==> config.mk <==
export PLATFORM = sky130hd
export DESIGN_NAME = echo_delay_ram_scheduler
export DESIGN_NICKNAME = d
export VERILOG_FILES = /design/src/rtl/echo_delay_ram_scheduler.sv
export SDC_FILE = /design/constraint.sdc
export NUM_CORES = 1
export LEC_CHECK = 0
export BUFFER_PORTS_ARGS = -buffer_cell sky130_fd_sc_hd__buf_2
export CORE_MARGIN = 5
export CORE_UTILIZATION = 45
export CTS_BUF_LIST = sky130_fd_sc_hd__clkbuf_4 sky130_fd_sc_hd__clkbuf_8
export DETAILED_ROUTE_END_ITERATION = 16
export GPL_TIMING_DRIVEN = 0
export HOLD_SLACK_MARGIN = 0.12
export PLACE_DENSITY = 0.87
export SLEW_MARGIN = 0
export SYNTH_ARGS = -nofsm -noshare
export SYNTH_HDL_FRONTEND = slang
export SYNTH_SLANG_ARGS = --single-unit
==> constraint.sdc <==
create_clock -name clk -period 3.5 [get_ports clk]
set_clock_uncertainty 0.15 [all_clocks]
set_input_delay 0.7 -clock clk [delete_from_list [all_inputs] [get_ports clk]]
set_output_delay 0.7 -clock clk [all_outputs]
set_load 0.02 [all_outputs]
==> src/rtl/echo_delay_ram_scheduler.sv <==
`default_nettype none
`timescale 1ns/1ps
// ============================================================================
// Module      : echo_delay_ram_scheduler
// Description : Sequences one single-port synchronous RAM as a stereo echo
//               delay line. Each accepted pair reads the L/R samples stored
//               DELAY_SAMPLES pairs ago, overwrites those slots with the new
//               pair, advances a circular pointer and presents current plus
//               delayed pair to the mixer.
// Revision    : 1.0 - initial release
// ============================================================================
module echo_delay_ram_scheduler #(
  parameter int AUDIO_WIDTH   = 16,
  parameter int DELAY_SAMPLES = 1024,
  localparam int PTR_W        = $clog2(DELAY_SAMPLES),
  localparam int ADDR_W       = PTR_W + 1
) (
  input  logic                   clk,
  input  logic                   reset,
  input  logic                   i_valid,
  output logic                   i_ready,
  input  logic [AUDIO_WIDTH-1:0] i_left,
  input  logic [AUDIO_WIDTH-1:0] i_right,
  output logic                   o_valid,
  input  logic                   o_ready,
  output logic [AUDIO_WIDTH-1:0] o_left,
  output logic [AUDIO_WIDTH-1:0] o_right,
  output logic [AUDIO_WIDTH-1:0] o_delayed_left,
  output logic [AUDIO_WIDTH-1:0] o_delayed_right,
  output logic                   o_primed,
  output logic [ADDR_W-1:0]      ram_addr,
  output logic                   ram_we,
  output logic [AUDIO_WIDTH-1:0] ram_wdata,
  input  logic [AUDIO_WIDTH-1:0] ram_rdata
);

  // Last valid slot index; the pointer wraps to zero after it.
  localparam logic [PTR_W-1:0] PTR_LAST = PTR_W'(DELAY_SAMPLES - 1);

  typedef enum logic [2:0] {
    IDLE = 3'd0,
    RD_L = 3'd1,
    RD_R = 3'd2,
    WR_L = 3'd3,
    WR_R = 3'd4,
    OUT  = 3'd5
  } state_t;

  state_t                 state_q, state_d;
  logic [PTR_W-1:0]       ptr_q, ptr_d;
  logic                   primed_q, primed_d;
  logic [AUDIO_WIDTH-1:0] cur_l_q, cur_l_d;
  logic [AUDIO_WIDTH-1:0] cur_r_q, cur_r_d;
  logic [AUDIO_WIDTH-1:0] dly_l_q, dly_l_d;
  logic [AUDIO_WIDTH-1:0] dly_r_q, dly_r_d;

  // State register; reset abandons any in-flight pair.
  always_ff @(posedge clk) begin
    if (!reset) begin
      state_q <= IDLE;
    end else begin
      state_q <= state_d;
    end
  end

  // Datapath registers: pointer, primed flag, latched current and delayed pair.
  always_ff @(posedge clk) begin
    if (!reset) begin
      ptr_q    <= '0;
      primed_q <= 1'b0;
      cur_l_q  <= '0;
      cur_r_q  <= '0;
      dly_l_q  <= '0;
      dly_r_q  <= '0;
    end else begin
      ptr_q    <= ptr_d;
      primed_q <= primed_d;
      cur_l_q  <= cur_l_d;
      cur_r_q  <= cur_r_d;
      dly_l_q  <= dly_l_d;
      dly_r_q  <= dly_r_d;
    end
  end

  // Next-state, RAM sequencing and handshake outputs. RAM read data arrives
  // one cycle after its address, so each read is captured in the following state.
  always_comb begin
    state_d   = state_q;
    ptr_d     = ptr_q;
    primed_d  = primed_q;
    cur_l_d   = cur_l_q;
    cur_r_d   = cur_r_q;
    dly_l_d   = dly_l_q;
    dly_r_d   = dly_r_q;
    i_ready   = 1'b0;
    o_valid   = 1'b0;
    ram_we    = 1'b0;
    ram_addr  = '0;
    ram_wdata = '0;
    case (state_q)
      IDLE: begin
        i_ready = 1'b1;
        if (i_valid) begin
          cur_l_d = i_left;
          cur_r_d = i_right;
          state_d = RD_L;
        end
      end
      RD_L: begin
        ram_addr = {ptr_q, 1'b0};
        state_d  = RD_R;
      end
      RD_R: begin
        ram_addr = {ptr_q, 1'b1};
        dly_l_d  = ram_rdata;
        state_d  = WR_L;
      end
      WR_L: begin
        ram_addr  = {ptr_q, 1'b0};
        ram_we    = 1'b1;
        ram_wdata = cur_l_q;
        dly_r_d   = ram_rdata;
        state_d   = WR_R;
      end
      WR_R: begin
        ram_addr  = {ptr_q, 1'b1};
        ram_we    = 1'b1;
        ram_wdata = cur_r_q;
        if (ptr_q == PTR_LAST) begin
          ptr_d    = '0;
          primed_d = 1'b1;
        end else begin
          ptr_d = ptr_q + PTR_W'(1);
        end
        state_d = OUT;
      end
      OUT: begin
        o_valid = 1'b1;
        if (o_ready) begin
          state_d = IDLE;
        end
      end
      default: begin
        state_d = IDLE;
      end
    endcase
  end

  // Delayed samples are meaningless until the line has wrapped once.
  assign o_left          = cur_l_q;
  assign o_right         = cur_r_q;
  assign o_delayed_left  = primed_q ? dly_l_q : '0;
  assign o_delayed_right = primed_q ? dly_r_q : '0;
  assign o_primed        = primed_q;

endmodule
`default_nettype wire

==> impl_results.md, run 1 <==
* GP Congestion at 0.817
* Count leader, synth: nand2_1
* Post-synthesis sequential area ratio at 43.8%
* CTS tree: yes
* Slew Limit Fails at 0
* Crit share post-route at 85.5%
* Grt ovf at 0
* Min Tclk post-route at 2990 ps
* Pwr/cell area at 446 nW/um2
* Peak supply drop at 0.000309 V
* Most frequent cells after synthesis: nand2_1 (107), dfxtp_1 (78), a21boi_0 (44)
* Max Freq at 334 MHz
* Asr flop ratio synth at 0%
* Detail Route Antenna Nets at 0
* Overall power consumption at 2.06 mW
* Crit path launch: state_q[1]$_SDFFE_PN0P_
* Root Driver: clkbuf_8
* Routed vias at 3415
* CP Data Required Time at 2650 ps
* Number of buffers created by CTS at 9
* Cell family with most CP delay: buffers and inverters
* Slew @ Worst Pin at 515 ps
* Filler Cell Count at 691
* Area leader, netlist: dfxtp_1
* Flops & latches, synth at 78
* Synthesized cell area at 3570 um2
* WL final at 10.1 mm
* Layout cells sized above 1 at 31.4%
* I/O pin count at 147
* Initial antenna violation count at 0
* Post-CTS Hold Buffers at 0
* Row count at 32
* CTS resizes at 0
* EDFF count, synth at 0
* Routed len/inst at 14.9 um
* Residual DRC at 0
* Largest net degree at the start of global routing at 14
* Num Clock Sinks at 78
* Final Net Count at 626
* Leakage at 2.10 nW
* Post-DP HPWL at 7.91 mm
* Synth warnings at 0
* CP Max Fanout at 10
* DR vias/cell at 5.03
* Die height at 99.0 um
* GRT Overall Usage at 20.8%
* Synth Flop Type: dfxtp_1
* CP endpoint kind: output port
* Buffer and inverter count on the worst path at 4
* Reg2reg start: state_q[1]$_SDFFE_PN0P_
* Clk slew on worst S/H paths at 80 ps
* Starting Density at 46.1%
* Post-CTS Setup Inserts at 0
* Vias in the first global route at 3403
* Port buffer count at 146
* Worst setup SP type: flop
* Core area at 7730 um2
* CTS H-tree depth at 3
* # setup viols final at 0
* Global-route wire length before repair at 16.5 mm
* Clock latency at the later pin of the worst-skew pair at 330 ps
* Status: completed
* Hold WC Path Type: reg2reg
* Top-area cell type share of the netlist area at 43.8%
* Hold wc startpoint: dly_r_q[4]$_SDFFE_PN0N_
* RSZ-0062 raised after global routing: false
* CP arrival at 2140 ps
* Setup tns final at 0 ps
* Die width at 99.0 um
* Setup CP Type: reg2out
* Layout area overhead at 29.6%
* Critical path's largest stage delay at 430 ps
* Final Hold Viols at 0
* Antenna cell count at 0
* DRT iter0 DRCs at 192
* Synth Instances at 416
* Slowest stage cell on the critical path: clkbuf_1
* Area of the die at 9800 um2
* CP Cell Sequence: buf_2 > and3b_1 > clkbuf_1 > clkbuf_1 > a22o_1 > buf_2
* Drt first pass iters at 4
* Max Cap Viol at 0
* Synth area leaders: dfxtp_1 (44%), nand2_1 (11%), a21boi_0 (9.3%), and2_1 (7.4%), mux2i_1 (5.1%)
* Distinct cell type count after synthesis at 39
* Bufs on Longest Clock Path at 2
* Syn Area/Cell at 8.57 um2
* Syn_nets at 469
* Headroom to the max-slew limit at 65.3%
## power by group
group          total [mW]  switching (mW)  internal [mW]
clock network       0.671           0.324          0.347
registers           0.995          0.0437          0.952
logic               0.394           0.244          0.149
total                2.06           0.612           1.45
## registers in the layout, summed over array words and instances, names as in the netlist
name and cells:
dly_l_q 16, dly_r_q 16, o_left 16, o_right 16, ptr_q 10, state_q 3
o_primed 1
## worst reg2reg max path: stages (launching register included)
cell and delay, ps:
dfxtp_1 340, buf_2 220, nor3b_1 190, buf_2 290
buf_4 270, mux2i_1 250, nor2b_1 70
## final cells by class
cell class                 instances  area [um2]  area share (%)
clock inverter                     5        58.8            1.27
timing repair buffer             146         731            15.8
sequential                        78        1560            33.8
buffer                            32         149            3.22
inverter                           1        3.75          0.0812
tap                              102         128            2.76
clock buffer                      10         138            2.98
multi-input combinational        305        1850            40.1
## routing by layer
| metal | GRT usage (%) | routed length [um] | vias to the layer above |
|---|---|---|---|
| met3 | 7.01 | 974 | 4 |
| met2 | 36.0 | 4960 | 139 |
| met4 | 4.73 | 63 | 0 |
| met1 | 24.8 | 4150 | 1559 |
| li1 | - | - | 1713 |
| met5 | 0 | 0 | - |
## kinds of logic (layout without fill, tap and decap cells)
family                     count (synthesis)  count (layout)  share of synthesized area (%)
and+or+nand+nor                          201             201                           28.2
xor gates and xnor gates                   2               2                          0.491
muxes                                     18              18                           5.05
buffers and inverters                     33             194                           4.28
adders and majority gates                  1               1                          0.351
DFF                                       78              78                           43.8
AOI/OAI and AO/OA                         83              83                           17.9
## layout by cell type (no fill, tap or decap), types with 2 or more instances in the layout
cell type,instances
nor3b_1,4
nand2b_1,3
a21boi_1,6
a21oi_1,6
nand2_1,107
nand4_1,3
nor2b_1,18
nor3_1,3
clkbuf_1,16
xnor2_1,2
o31ai_1,2
or4_1,4
and2_1,42
clkbuf_8,10
a21boi_0,44
o21a_1,3
o211ai_1,2
clkinvlp_4,2
mux2i_1,18
nand3_1,4
dfxtp_1,78
buf_2,160
nor2_1,3
a22o_1,16
nor4_1,2
## final timing paths
kind	depth (start not counted)	endpoint	slack [ps]
max	6	ram_wdata[4]	510
min	2	dly_r_q[4]$_SDFFE_PN0N_	310
max reg2reg	6	dly_l_q[8]$_SDFFE_PN0P_	1630
min reg2reg	2	dly_r_q[4]$_SDFFE_PN0N_	310
## metrics by stage
| stage | cell area (um2) | worst slack [ps] | hold WS (ps) | util [%] | std cells |
|---|---|---|---|---|---|
| final | 4620 | 506 | 310 | 59.8 | 679 |
| after CTS | 4620 | 471 | 313 | 59.8 | 679 |
| after floorplan | 3570 | 1100 | 289 | - | 416 |
| after global placement | 4420 | 876 | 297 | 57.3 | 664 |
| after global routing | 4620 | 356 | 339 | 59.8 | 679 |
| after detailed placement | 4420 | 844 | 302 | 57.3 | 664 |
(Power assumes the default switching activity.)
==> run 2, diff against run 1 <==
--- a/config.mk
+++ b/config.mk
@@ -7,12 +7,12 @@
 export LEC_CHECK = 0
 export BUFFER_PORTS_ARGS = -buffer_cell sky130_fd_sc_hd__buf_2
 export CORE_MARGIN = 5
-export CORE_UTILIZATION = 45
+export CORE_UTILIZATION = 40
 export CTS_BUF_LIST = sky130_fd_sc_hd__clkbuf_4 sky130_fd_sc_hd__clkbuf_8
 export DETAILED_ROUTE_END_ITERATION = 16
 export GPL_TIMING_DRIVEN = 0
 export HOLD_SLACK_MARGIN = 0.12
-export PLACE_DENSITY = 0.87
+export PLACE_DENSITY = 0.79
 export SLEW_MARGIN = 0
 export SYNTH_ARGS = -nofsm -noshare
 export SYNTH_HDL_FRONTEND = slang
==> run 2 against run 1 <==
  * Final cell count grew 1.0%
  * Largest cell class unchanged
  * Core utilization shrank 6.4 points
  * Design area up 0.79%
  * Total power up 5.3%
  * Critical endpoint unchanged
  * Die area rose by 11%
  * Via count increased by 0.64%
  * Global-route usage down 1.3 points
==> impl_results.md, run 2 (synthesized netlist as in run 1, its figures left out) <==
* Slew @ Worst Pin at 581 ps (was 515 ps)
* CTS H-tree depth at 3 (unchanged)
* Clock latency at the later pin of the worst-skew pair at 350 ps (was 330 ps)
* Vias in the first global route at 3559 (was 3403)
* Setup CP Type: reg2out (unchanged)
* Bufs on Longest Clock Path at 2 (unchanged)
* Logic pwr share at 18.2% (was 19.1%)
* Final Hold Viols at 0 (unchanged)
* Final Net Count at 626 (unchanged)
* R2R setup slack at 1650 ps (was 1630 ps)
* Buffer and inverter count on the worst path at 4 (unchanged)
* Leakage at 2.11 nW (was 2.10 nW)
* GRT Overall Usage at 19.5% (was 20.8%)
* Slew Limit Fails at 0 (unchanged)
* Worst setup SP type: flop (unchanged)
* RSZ-0062 raised after global routing: false (unchanged)
* Largest net degree at the start of global routing at 15 (was 14)
* Root Driver: clkbuf_8 (unchanged)
* I/O pin count at 147 (unchanged)
* Seq pwr share at 46.0% (was 48.3%)
* CP Data Required Time at 2650 ps (about the same)
* Port buffer count at 146 (unchanged)
* CP Max Fanout at 10 (unchanged)
* Post-Layout Cell Count at 686 (was 679)
* Placed insts at 670 (was 664)
* Hold WC Path Type: reg2reg (unchanged)
* Filler Cell Count at 827 (was 691)
* Worst hold margin at 314 ps (was 310 ps)
* DP Worst Slack at 849 ps (was 844 ps)
* Crit path launch: state_q[1]$_SDFFE_PN0P_ (unchanged)
* Area of the die at 10900 um2 (was 9800 um2)
* Drt first pass iters at 4 (unchanged)
* Final worst slack at 488 ps (was 506 ps)
* Commonest cells after routing, fill and taps aside: buf_2 (160), nand2_1 (107), dfxtp_1 (78) (unchanged)
* Cell family with most CP delay: buffers and inverters (unchanged)
* Setup tns final at 0 ps (unchanged)
* Global-route wire length before repair at 17.4 mm (was 16.5 mm)
* CP endpoint kind: output port (unchanged)
* Peak supply drop at 0.000229 V (was 0.000309 V)
* CTS tree: yes (unchanged)
* Routed vias at 3437 (was 3415)
* Initial antenna violation count at 0 (unchanged)
* Pwr/cell area at 466 nW/um2 (was 446 nW/um2)
* CP Cell Sequence: buf_2 > and3b_1 > clkbuf_1 > clkbuf_1 > a22o_1 > buf_2 (unchanged)
* Switching Fraction at 30.0% (was 29.7%)
* Power Internal at 1.52 mW (was 1.45 mW)
* Clk slew on worst S/H paths at 80 ps (about the same)
* Grt ovf at 0 (unchanged)
* Number of buffers created by CTS at 9 (unchanged)
* Routed len/inst at 15.5 um (was 14.9 um)
* Clk pwr share at 35.8% (was 32.6%)
* DRT iter0 DRCs at 105 (was 192)
* Status: completed (unchanged)
* WL final at 10.6 mm (was 10.1 mm)
* Detail Route Antenna Nets at 0 (unchanged)
* Max Freq at 332 MHz (was 334 MHz)
* CTS resizes at 0 (unchanged)
* R2r worst-path depth at 4 (was 6)
* Area of the multi-input gates at 1850 um2 (unchanged)
* Die height at 104 um (was 99.0 um)
* Layout area overhead at 30.6% (was 29.6%)
* Core area at 8720 um2 (was 7730 um2)
* Critical path's largest stage delay at 440 ps (was 430 ps)
* Final core occ at 53.4% (was 59.8%)
* CP arrival at 2160 ps (was 2140 ps)
* Row count at 34 (was 32)
* Register area at 1560 um2 (unchanged)
* Final Instance Area at 4660 um2 (was 4620 um2)
* Slowest stage cell on the critical path: clkbuf_1 (unchanged)
* Starting Density at 40.9% (was 46.1%)
* Critical path depth in cells at 6 (unchanged)
* Max Cap Viol at 0 (unchanged)
* Die width at 104 um (was 99.0 um)
* Antenna cell count at 0 (unchanged)
* Post-DP HPWL at 8.11 mm (was 7.91 mm)
* Min Tclk post-route at 3010 ps (was 2990 ps)
* Layout cells sized above 1 at 31.5% (was 31.4%)
* Post-CTS Setup Inserts at 0 (unchanged)
* Psw at 651 uW (was 612 uW)
* R2r endpoint: ptr_q[0]$_SDFFE_PN0N_ (was dly_l_q[8]$_SDFFE_PN0P_)
* Crit share post-route at 86.1% (was 85.5%)
* Post-CTS Hold Buffers at 0 (unchanged)
* Overall power consumption at 2.17 mW (was 2.06 mW)
* Commonest non-fill, non-tap cell in the layout: buf_2 (unchanged)
* Residual DRC at 0 (unchanged)
* DR vias/cell at 5.01 (was 5.03)
* CP endpoint: ram_wdata[4] (unchanged)
* Post-DP Area at 4430 um2 (was 4420 um2)
* GP Congestion at 0.828 (was 0.817)
* Num Clock Sinks at 78 (unchanged)
* Headroom to the max-slew limit at 61.3% (was 65.3%)
* Reg2reg start: state_q[2]$_SDFFE_PN0P_ (was state_q[1]$_SDFFE_PN0P_)
* # setup viols final at 0 (unchanged)
-- run 2: changes by cell type in the layout (fill, tap and decap cells not counted), sizes merged --
cell      before  now
clkinvlp       2    1
bufinv         1    2
inv            2    3
-- run 2: final cells by class --
type,count,area share (%)
clock inverter,6,2.02
multi-input combinational,305,39.8
timing repair buffer,146,15.7
tap,108,2.90
clock buffer,10,2.82
sequential,78,33.5
buffer,32,3.20
inverter,1,0.0806
-- run 2: tightest hold or removal path, stage by stage, from the launching register on --
cell,delay [ps]
dfxtp_1,310
nand2_1,40
a21boi_0,60
-- run 2: worst min-delay path by stage --
stage	startpoint	to	slack, ps	depth (start not counted)
2_1_floorplan	dly_r_q[10]$_SDFFE_PN0N_	dly_r_q[10]$_SDFFE_PN0N_	290	2
3_3_place_gp	dly_r_q[11]$_SDFFE_PN0N_	dly_r_q[11]$_SDFFE_PN0N_	300	2
3_5_place_dp	dly_r_q[11]$_SDFFE_PN0N_	dly_r_q[11]$_SDFFE_PN0N_	300	2
4_1_cts	dly_r_q[11]$_SDFFE_PN0N_	dly_r_q[11]$_SDFFE_PN0N_	320	2
5_1_grt	dly_r_q[11]$_SDFFE_PN0N_	dly_r_q[11]$_SDFFE_PN0N_	330	2
6_report	dly_r_q[11]$_SDFFE_PN0N_	dly_r_q[11]$_SDFFE_PN0N_	310	2
-- run 2: power groups by stage --
stage | clock network, mW | registers, mW | logic [mW]
2_1_floorplan | 0 | 1.05 | 0.215
3_3_place_gp | 0 | 1.01 | 0.388
3_5_place_dp | 0 | 1.02 | 0.399
4_1_cts | 0.790 | 0.997 | 0.400
5_1_grt | 0.832 | 1.01 | 0.438
6_report | 0.776 | 0.997 | 0.395
-- run 2: per-layer routing --
| metal | global-route usage (%) | part of all wire (%) |
|---|---|---|
| met5 | 0 | 0 |
| met4 | 5.09 | 0.86 |
| met3 | 6.02 | 7.3 |
| met2 | 34.4 | 49 |
| met1 | 22.7 | 43 |
==> run 3, diff against run 2 <==
--- a/config.mk
+++ b/config.mk
@@ -6,6 +6,7 @@
 export NUM_CORES = 1
 export LEC_CHECK = 0
 export BUFFER_PORTS_ARGS = -buffer_cell sky130_fd_sc_hd__buf_2
+export CAP_MARGIN = 20
 export CORE_MARGIN = 5
 export CORE_UTILIZATION = 40
 export CTS_BUF_LIST = sky130_fd_sc_hd__clkbuf_4 sky130_fd_sc_hd__clkbuf_8
==> constraint.sdc (replaced) <==
create_clock -name clk -period 2.8 [get_ports clk]
set_clock_uncertainty 0.15 [all_clocks]
set_input_delay 0.56 -clock clk [delete_from_list [all_inputs] [get_ports clk]]
set_output_delay 0.56 -clock clk [all_outputs]
set_load 0.02 [all_outputs]
==> run 3 against run 2 <==
  * Register-to-register slack got worse by 700 ps
  * Die area unchanged
  * Global-route usage unchanged
  * Largest power group unchanged
==> impl_results.md, run 3 (synthesized netlist as in run 1, its figures left out) <==
* Post-DP HPWL at 8.11 mm (unchanged)
* Starting Density at 40.9% (unchanged)
* Post-CTS Setup Inserts at 0 (unchanged)
* RSZ-0062 raised after global routing: false (unchanged)
* Root Driver: clkbuf_8 (unchanged)
* R2r worst-path depth at 4 (unchanged)
* Setup CP Type: reg2out (unchanged)
* Final Net Count at 625 (was 626)
* Layout area overhead at 30.8% (was 30.6%)
* Worst setup SP type: flop (unchanged)
* Port buffer count at 146 (unchanged)
* CTS tree: yes (unchanged)
* R2r endpoint: ptr_q[0]$_SDFFE_PN0N_ (unchanged)
* Grt ovf at 0 (unchanged)
* Crit share post-route at 94.0%
* Setup tns final at 0 ps (unchanged)
* Die height at 104 um (unchanged)
* Final Hold Viols at 0 (unchanged)
* Commonest cells after routing, fill and taps aside: buf_2 (158), nand2_1 (107), dfxtp_1 (78) (was buf_2 (160), nand2_1 (107), dfxtp_1 (78))
* CTS H-tree depth at 3 (unchanged)
* Initial antenna violation count at 0 (unchanged)
* Status: completed (unchanged)
* CP arrival at 1920 ps (was 2160 ps)
* Layout cells sized above 1 at 32.1% (was 31.5%)
* Post-CTS Hold Buffers at 0 (unchanged)
* GRT Overall Usage at 19.5% (unchanged)
* R2R setup slack at 950 ps (was 1650 ps)
* Slew Limit Fails at 0 (unchanged)
* Global-route wire length before repair at 17.4 mm (unchanged)
* DRT iter0 DRCs at 135 (was 105)
* Commonest non-fill, non-tap cell in the layout: buf_2 (unchanged)
* Leakage at 2.12 nW (was 2.11 nW)
* Pwr/cell area at 582 nW/um2 (was 466 nW/um2)
* DR vias/cell at 5.00 (was 5.01)
* Crit path launch: state_q[2]$_SDFFE_PN0P_ (was state_q[1]$_SDFFE_PN0P_)
* Clock latency at the later pin of the worst-skew pair at 350 ps (about the same)
* Clk slew on worst S/H paths at 90 ps (was 80 ps)
* CP endpoint: ram_wdata[4] (unchanged)
* Filler Cell Count at 823 (was 827)
* Reg2reg start: state_q[0]$_SDFFE_PN0P_ (was state_q[2]$_SDFFE_PN0P_)
* Drt first pass iters at 4 (unchanged)
* Final core occ at 53.5% (was 53.4%)
* Number of buffers created by CTS at 9 (unchanged)
* Max Cap Viol at 0 (unchanged)
* Worst hold margin at 280 ps (was 314 ps)
* # setup viols final at 0 (unchanged)
* Max Freq at 380 MHz
* WL final at 10.6 mm (about the same)
* CP Max Fanout at 10 (unchanged)
* Slew @ Worst Pin at 554 ps (was 581 ps)
* Hold WC Path Type: in2reg (was reg2reg)
* Residual DRC at 0 (unchanged)
* Detail Route Antenna Nets at 0 (unchanged)
* Routed len/inst at 15.5 um (about the same)
* Largest net degree at the start of global routing at 15 (unchanged)
* CP endpoint kind: output port (unchanged)
* Core area at 8720 um2 (unchanged)
* GP Congestion at 0.828 (unchanged)
* Num Clock Sinks at 78 (unchanged)
* I/O pin count at 147 (unchanged)
* Routed vias at 3427 (was 3437)
* Row count at 34 (unchanged)
* Antenna cell count at 0 (unchanged)
* Min Tclk post-route at 2630 ps
* Bufs on Longest Clock Path at 2 (unchanged)
* Area of the die at 10900 um2 (unchanged)
* Headroom to the max-slew limit at 62.6% (was 61.3%)
* Peak supply drop at 0.000286 V (was 0.000229 V)
* CP Data Required Time at 2090 ps (was 2650 ps)
* Die width at 104 um (unchanged)
* Vias in the first global route at 3559 (unchanged)
-- run 3: changes by cell type in the layout (fill, tap and decap cells not counted), sizes merged --
cell	before	now
clkbuf	26	27
buf	162	160
-- run 3: through the flow --
| step | std cells | worst slack [ps] | instance area, um2 | power [mW] |
|---|---|---|---|---|
| 3_5_place_dp | 670 | 289 | 4430 | 1.77 |
| 2_1_floorplan | 416 | 544 | 3570 | 1.58 |
| 6_report | 685 | 169 | 4660 | 2.71 |
| 5_1_grt | 685 | 4.15 | 4660 | 2.85 |
| 3_3_place_gp | 670 | 308 | 4430 | 1.75 |
| 4_1_cts | 686 | 3.02 | 4660 | 2.73 |
-- run 3: worst max-delay path, cell delays in order, from the launching register on --
cell and delay (ps):
dfxtp_1 350, buf_2 200, nor3b_1 330, clkbuf_4 330, a22o_1 190, buf_2 170
-- run 3: worst min-delay path by stage --
stage	start	end	slack (ps)	depth (start not counted)
detailed placement	dly_r_q[11]$_SDFFE_PN0N_	dly_r_q[11]$_SDFFE_PN0N_	300	2
finish	i_right[8]	o_right[8]$_SDFFE_PN0P_	280	3
global route	i_right[8]	o_right[8]$_SDFFE_PN0P_	270	3
global placement	dly_r_q[11]$_SDFFE_PN0N_	dly_r_q[11]$_SDFFE_PN0N_	300	2
CTS	i_right[8]	o_right[8]$_SDFFE_PN0P_	270	3
floorplan	dly_r_q[10]$_SDFFE_PN0N_	dly_r_q[10]$_SDFFE_PN0N_	290	2
-- run 3: area by class of cell --
class	count	area, um2	share of cell area [%]
Clock inverter	6	93.8	2.01
Multi-Input combinational cell	305	1850	39.7
Sequential cell	78	1560	33.5
Inverter	1	3.75	0.0805
Timing Repair Buffer	146	731	15.7
Tap cell	108	135	2.90
Buffer	31	156	3.35
Clock buffer	10	131	2.82
-- run 3: timing repair --
| action | CTS | global route |
|---|---|---|
| endpoints found under the setup margin | 10 | 18 |
| resized for setup | 1 | 8 |
| pin swaps | 0 | 0 |
-- run 3: power by group --
group	switching (mW)	internal [mW]
clock	0.450	0.520
sequential	0.0565	1.19
combinational	0.308	0.189
-- run 3: layer usage --
layer	global-route usage [%]	up-vias	wire, um	part of all wire (%)
met5	0	-	0	0
met4	5.09	0	115	1.1
met3	6.02	10	817	7.7
met2	34.4	123	5200	49
met1	22.7	1587	4490	42
li1	-	1707	-	-
